## src/rtl/systolic_pkg.sv

```systemverilog
// Shared types and defaults for the systolic processing element.
package systolic_pkg;

    typedef enum logic [1:0] {
        IDLE  = 2'd0,
        ACCUM = 2'd1,
        DRAIN = 2'd2
    } pe_state_t;

    localparam logic MODE_FLOW = 1'b0;
    localparam logic MODE_OS   = 1'b1;

    localparam int DEF_DATA_W = 8;
    localparam int DEF_ACC_W  = 24;

endpackage

```

## src/rtl/pe_acc_add.sv

```systemverilog
// ACC_W adder shared by the accumulator and base_out paths.
// SYSTOLIC_PE_SAT_EN selects saturating arithmetic; otherwise the sum wraps and ovf_o is 0.
module pe_acc_add #(
    parameter int ACC_W  = 24,
    parameter bit SIGNED = 1'b0
) (
    input  logic [ACC_W-1:0] op_a_i,
    input  logic [ACC_W-1:0] op_b_i,
    output logic [ACC_W-1:0] sum_o,
    output logic             ovf_o
);

`ifdef SYSTOLIC_PE_SAT_EN
    logic [ACC_W:0]   raw_s;
    logic [ACC_W-1:0] sat_s;
    logic             clip_s;

    assign raw_s = {1'b0, op_a_i} + {1'b0, op_b_i};

    // Clip to the representable range when the true sum leaves it.
    always_comb begin
        sat_s  = raw_s[ACC_W-1:0];
        clip_s = 1'b0;
        if (SIGNED) begin
            if ((op_a_i[ACC_W-1] == op_b_i[ACC_W-1]) &&
                (raw_s[ACC_W-1] != op_a_i[ACC_W-1])) begin
                clip_s = 1'b1;
                sat_s  = op_a_i[ACC_W-1] ? {1'b1, {(ACC_W-1){1'b0}}}
                                         : {1'b0, {(ACC_W-1){1'b1}}};
            end else begin
                clip_s = 1'b0;
            end
        end else begin
            if (raw_s[ACC_W]) begin
                clip_s = 1'b1;
                sat_s  = {ACC_W{1'b1}};
            end else begin
                clip_s = 1'b0;
            end
        end
    end

    assign sum_o = sat_s;
    assign ovf_o = clip_s;
`else
    assign sum_o = op_a_i + op_b_i;
    assign ovf_o = 1'b0;
`endif

endmodule

```

## src/rtl/systolic_pe.sv

```systemverilog
// Systolic matrix-multiply processing element with FLOW and OUTPUT-STATIONARY dataflow.
// SYSTOLIC_PE_SAT_EN enables saturating adds and the sticky ovf flag.
module systolic_pe
    import systolic_pkg::*;
#(
    parameter int DATA_W = DEF_DATA_W,
    parameter int ACC_W  = DEF_ACC_W,
    parameter bit SIGNED = 1'b0
) (
    input  logic              clk,
    input  logic              reset,
    input  logic              mode,
    input  logic              in_valid,
    input  logic [DATA_W-1:0] a_in,
    input  logic [DATA_W-1:0] wt_in,
    input  logic [ACC_W-1:0]  base_in,
    input  logic              base_valid_in,
    input  logic              acc_clr,
    input  logic              drain,
    output logic [DATA_W-1:0] a_out,
    output logic [DATA_W-1:0] wt_out,
    output logic              out_valid,
    output logic [ACC_W-1:0]  base_out,
    output logic              base_valid,
    output logic              busy,
    output logic              ovf
);

    localparam int PROD_W = 2 * DATA_W;

    generate
        if (ACC_W < PROD_W) begin : g_bad_acc_w
            $error("systolic_pe: ACC_W must be >= 2*DATA_W");
        end
    endgenerate

    pe_state_t         state_q, state_d;
    logic              mode_q, mode_d;
    logic [ACC_W-1:0]  acc_q, acc_d;
    logic [ACC_W-1:0]  base_out_q, base_out_d;
    logic              base_valid_q, base_valid_d;
    logic              seen_q, seen_d;
    logic              ovf_q, ovf_d;
    logic [DATA_W-1:0] a_out_q, wt_out_q;
    logic              out_valid_q;

    logic [ACC_W-1:0]  prod_ext_s;
    logic [ACC_W-1:0]  p_s;
    logic [ACC_W-1:0]  acc_base_s;
    logic [ACC_W-1:0]  acc_sum_s, flow_sum_s;
    logic              acc_clip_s, flow_clip_s, clip_s;

    generate
        if (SIGNED) begin : g_signed
            logic signed [PROD_W-1:0] sprod_s;
            assign sprod_s    = $signed(a_in) * $signed(wt_in);
            assign prod_ext_s = ACC_W'(sprod_s);
        end else begin : g_unsigned
            logic [PROD_W-1:0] uprod_s;
            assign uprod_s    = a_in * wt_in;
            assign prod_ext_s = ACC_W'(uprod_s);
        end
    endgenerate

    assign p_s        = in_valid ? prod_ext_s : {ACC_W{1'b0}};
    assign acc_base_s = acc_clr ? {ACC_W{1'b0}} : acc_q;

    pe_acc_add #(.ACC_W(ACC_W), .SIGNED(SIGNED)) u_acc_add (
        .op_a_i (acc_base_s),
        .op_b_i (p_s),
        .sum_o  (acc_sum_s),
        .ovf_o  (acc_clip_s)
    );

    pe_acc_add #(.ACC_W(ACC_W), .SIGNED(SIGNED)) u_base_add (
        .op_a_i (base_in),
        .op_b_i (p_s),
        .sum_o  (flow_sum_s),
        .ovf_o  (flow_clip_s)
    );

    // Next-state logic for the dataflow FSM, accumulator and base chain.
    always_comb begin
        state_d      = state_q;
        mode_d       = mode_q;
        acc_d        = acc_q;
        base_out_d   = base_out_q;
        base_valid_d = base_valid_q;
        seen_d       = seen_q;
        clip_s       = 1'b0;

        if (state_q == IDLE) begin
            mode_d = mode;
        end else begin
            mode_d = mode_q;
        end

        if (mode_q == MODE_FLOW) begin
            base_out_d   = flow_sum_s;
            base_valid_d = in_valid | base_valid_in;
            clip_s       = flow_clip_s;
            case (state_q)
                IDLE, ACCUM: state_d = in_valid ? ACCUM : IDLE;
                default:     state_d = IDLE;
            endcase
        end else begin
            case (state_q)
                IDLE, ACCUM: begin
                    clip_s = acc_clip_s;
                    if (drain) begin
                        base_out_d   = acc_sum_s;
                        base_valid_d = 1'b1;
                        acc_d        = {ACC_W{1'b0}};
                        seen_d       = 1'b0;
                        state_d      = DRAIN;
                    end else begin
                        acc_d        = acc_sum_s;
                        base_valid_d = 1'b0;
                        state_d      = in_valid ? ACCUM : state_q;
                    end
                end
                DRAIN: begin
                    // Pass the results of PEs above through while the next tile starts.
                    base_out_d   = base_in;
                    base_valid_d = base_valid_in;
                    acc_d        = acc_sum_s;
                    clip_s       = acc_clip_s;
                    seen_d       = seen_q | in_valid;
                    if (drain) begin
                        state_d = DRAIN;
                    end else begin
                        state_d = seen_d ? ACCUM : IDLE;
                    end
                end
                default: begin
                    base_valid_d = 1'b0;
                    state_d      = IDLE;
                end
            endcase
        end

        ovf_d = (acc_clr ? 1'b0 : ovf_q) | clip_s;
    end

    // State and output registers; synchronous reset dominates everything.
    always_ff @(posedge clk) begin
        if (reset) begin
            state_q      <= IDLE;
            mode_q       <= MODE_FLOW;
            acc_q        <= {ACC_W{1'b0}};
            base_out_q   <= {ACC_W{1'b0}};
            base_valid_q <= 1'b0;
            seen_q       <= 1'b0;
            ovf_q        <= 1'b0;
            a_out_q      <= {DATA_W{1'b0}};
            wt_out_q     <= {DATA_W{1'b0}};
            out_valid_q  <= 1'b0;
        end else begin
            state_q      <= state_d;
            mode_q       <= mode_d;
            acc_q        <= acc_d;
            base_out_q   <= base_out_d;
            base_valid_q <= base_valid_d;
            seen_q       <= seen_d;
            ovf_q        <= ovf_d;
            a_out_q      <= a_in;
            wt_out_q     <= wt_in;
            out_valid_q  <= in_valid;
        end
    end

    assign a_out      = a_out_q;
    assign wt_out     = wt_out_q;
    assign out_valid  = out_valid_q;
    assign base_out   = base_out_q;
    assign base_valid = base_valid_q;
    assign busy       = (state_q != IDLE);
    assign ovf        = ovf_q;

endmodule

```

## config.mk

```make
export PLATFORM = sky130hd
export DESIGN_NAME = systolic_pe
export DESIGN_NICKNAME = d
export VERILOG_FILES = /design/src/rtl/systolic_pkg.sv /design/src/rtl/pe_acc_add.sv /design/src/rtl/systolic_pe.sv
export SDC_FILE = /design/constraint.sdc
export NUM_CORES = 1
export LEC_CHECK = 0
export ABC_CLOCK_PERIOD_IN_PS = 9400
export BUFFER_PORTS_ARGS = -buffer_cell sky130_fd_sc_hd__buf_2
export CORE_MARGIN = 2
export CORE_UTILIZATION = 61
export DETAILED_ROUTE_END_ITERATION = 6
export PLACE_DENSITY_LB_ADDON = 0.12
export SLEW_MARGIN = 40
export SYNTH_ARGS = -nofsm -noshare
export SYNTH_HDL_FRONTEND = slang
export SYNTH_HIERARCHICAL = 1
export SYNTH_SLANG_ARGS = --single-unit
```

## constraint.sdc

```tcl
create_clock -name clk -period 9.4 [get_ports clk]
set_clock_uncertainty 0.2 [all_clocks]
set_input_delay 1.88 -clock clk [delete_from_list [all_inputs] [get_ports clk]]
set_output_delay 1.88 -clock clk [all_outputs]
set_load 0.03 [all_outputs]
```

==> flow_summary.toml <==
[status]
status = "finished clean"

[sta]
fin_crit_sh_pct = 83.5
grt_setup_unrepaired = "false"
slew_violations = 0
hold_viol = 0
setup_violations = 0
finalCriticalPeriod_ns = 7.85
relSlewSlack_pct = 47.3
tightest_slew_ns = 0.790
setup_tns_ns = 0
fmaxAchievable_mhz = 127
setup_slack_ns = 1.55

[floorplanning]
rows = 41
die_area_um2 = 13600
initial_core_util_pct = 61.8
die_width_um = 116
die_h_um = 116
coreArea_um2 = 12500
io_pins = 91

[clock_tree]
clockRootBuffer = "clkbuf_16"
cts_setup_buffers = 0
cts.sinks = 71
cts_resized = 0
h-tree-depth = 3
cts_hold_buf = 0
path_clk_slew_ns = 0.06
clock_latency_ns = 0.35
cts.path.max_buffers = 2
cts_inserted_buffers = 9
cts_tree = "built"

[critical_path]
required_ns = 9.48
r2r_start = "acc_q[0]$_SDFFE_PP0P_"
cpMaxStageDelayCell = "fa_1"
crit_chain = "buf_2 > and2_1 > fa_1 > fa_1 > inv_1 > fa_1 > fa_1 > inv_1 > ha_1 > a21o_1 > a21oi_1 > o21ai_1 > a221oi_1 > mux2i_1 > ha_1 > and3_1 > a22oi_1 > nand4_2 > a2111o_1 > o211ai_1 > nand2_1 > a21oi_1 > a221oi_2 > nor2_1"
crit_path_end_kind = "register"
cp_max_fo = 9
path_buf_inv = 3
r2r.worst_path.cells = 13
rr_endpoint = "base_out[22]$_SDFFE_PP0P_"
cp.arrival_ns = 7.92
critPathLaunchType = "primary input"
cp_common_cell = "fa_1"
worst-r2r-setup-slack_ns = 6.18
critPathTopFamily = "adder cells"
max_stage_delay_ns = 0.49
path_class = "in2reg"
startpoint = "wt_in[2]"

[synth]
netlist_area_um2 = 7710
synth_top_family_by_area = "compound AO/OA/AOI/OAI gates"
ys_types = 73
synth_warnings = 6
ys_ff_latch = 71
yosys.area_share.adder_pct = 23.2
yosysTopAreaCell = "dfxtp_1"
async_flop_share_pct = 0
yosys.area_share.simple_pct = 22.0
synth_commonest_cells = "nand2_1 (98), ha_1 (82), nor2_1 (78)"
yosys.cell_count.top_type = "nand2_1"
synth_compound_area_share_pct = 24.6
synth_edf_count = 0
avgSynthCellArea_um2 = 8.23
synth_top_area_share_pct = 18.4
synth_area_leaders = "dfxtp_1 (18%), ha_1 (13%), fa_1 (9.9%), and2_1 (4.9%), nand2_1 (4.8%)"
syn_inst = 937
ys_seq_area_share_pct = 18.4
synth_xor_area_share_pct = 5.11
synth_ff_type = "dfxtp_1"
synthMuxAreaShare_pct = 0.519

[pwr]
cellPowerDensity_nw_per_um2 = 222
p_leak_uw = 0.00410
ir_worst_vdd_uv = 192

[global_route]
grt_pass1_vias = 6171
grt.overflow.total = 0
grt_pass1_wl_um = 30500
antenna_found_initial = 0
grt_max_degree = 72
groute.usage.overall_pct = 28.5

[cells_and_area]
drive_above_1_share_pct = 15.2
design_area_um2 = 8530
areaGrowthSynthToFinish_pct = 10.7
num_antenna_cells = 0
fin_nets = 1184
finalNonFillerCells = 1192
post-route-util_pct = 68.4

[placement]
place.gp.congestion = 0.956
placedInstanceArea_um2 = 8250
pre_cts_slack_ns = 1.27
hpwl_um = 14100
port-buffer-count = 90
dp.cells = 1178

[hold_path]
min_from = "acc_q[16]$_SDFFE_PP0P_"
hold_depth = 2
hold_path_class = "reg2reg"
whs_endpoint = "acc_q[16]$_SDFFE_PP0P_"

[drt]
totalWireLength_um = 18700
vias = 6929
viasPerCell = 5.81
drcViolationCount = 0
firstDrtPassIters = 5
ant_nets = 0
wl_per_cell_um = 15.7
drt-initial-drc-count = 418

[run]
drv_cap = 0
-- cell families after synthesis --
logic type | count (synthesis)
and+or+nand+nor | 339
AOI/OAI and AO/OA | 250
adders and majority gates | 120
buffers and inverters | 105
DFF | 71
xor gates and xnor gates | 45
muxes | 4
other | 3
-- layout by cell type, fill, tap and decap left out, types with 12 or more instances in the layout --
master	n
dfxtp_1	71
ha_1	82
o21ai_1	12
nand2_1	97
a21o_1	28
xnor2_1	32
a221oi_2	19
inv_1	64
a22oi_1	26
nor2_1	78
a21oi_1	68
xor2_1	13
o21bai_1	12
fa_1	38
conb_1	18
nor2b_1	48
buf_2	90
and2_1	60
-- stage by stage --
stage,hold slack (ns),power (uW)
final,0.297,1890
after global routing,0.319,2030
after CTS,0.304,1890
after detailed placement,0.292,1530
after global placement,0.282,1530
after floorplan,0.269,1310
-- tightest hold or removal path, cell delays in order (launching register included) --
cell and delay, ns:
dfxtp_1 0.32, a22oi_1 0.07, nor2_1 0.07
-- metal layers --
metal  track usage [%]  share of wire, %
met1              40.5                48
met2              44.8                46
met3              3.63               4.2
met4              9.76               2.0
met5                 0                 0
-- where the power goes --
group | leakage (uW) | switching, uW | internal, uW
sequential | 0.000585 | 23.4 | 342
clock | 0.000140 | 134 | 209
combinational | 0.00338 | 692 | 491
-- cell type report --
| class | count | area (um2) |
|---|---|---|
| tap | 172 | 215 |
| fill | 1098 | 3930 |
| inverter | 65 | 244 |
| timing repair buffer | 94 | 480 |
| clock inverter | 4 | 47.5 |
| clock buffer | 10 | 239 |
| multi-input combinational | 776 | 5880 |
| sequential | 71 | 1420 |
-- registers in the layout, summed over array words and instances, names as in the netlist --
signal      count
acc_q          24
seen_q          1
out_valid       1
mode_q          1
state_q         2
ovf             1
base_out       24
wt_out          8
base_valid      1
a_out           8
-- how the worst max path moves through the flow --
stage / to / slack [ns] / cells past startpoint
final: base_out[23]$_SDFFE_PP0P_ / 1.55 / 24
after global routing: base_out[22]$_SDFFE_PP0P_ / 1.29 / 26
after CTS: base_out[23]$_SDFFE_PP0P_ / 1.61 / 24
after detailed placement: base_out[23]$_SDFFE_PP0P_ / 1.27 / 23
after global placement: base_out[23]$_SDFFE_PP0P_ / 1.32 / 24
after floorplan: base_out[23]$_SDFFE_PP0P_ / 2.05 / 22
(Power assumes the default switching activity.)
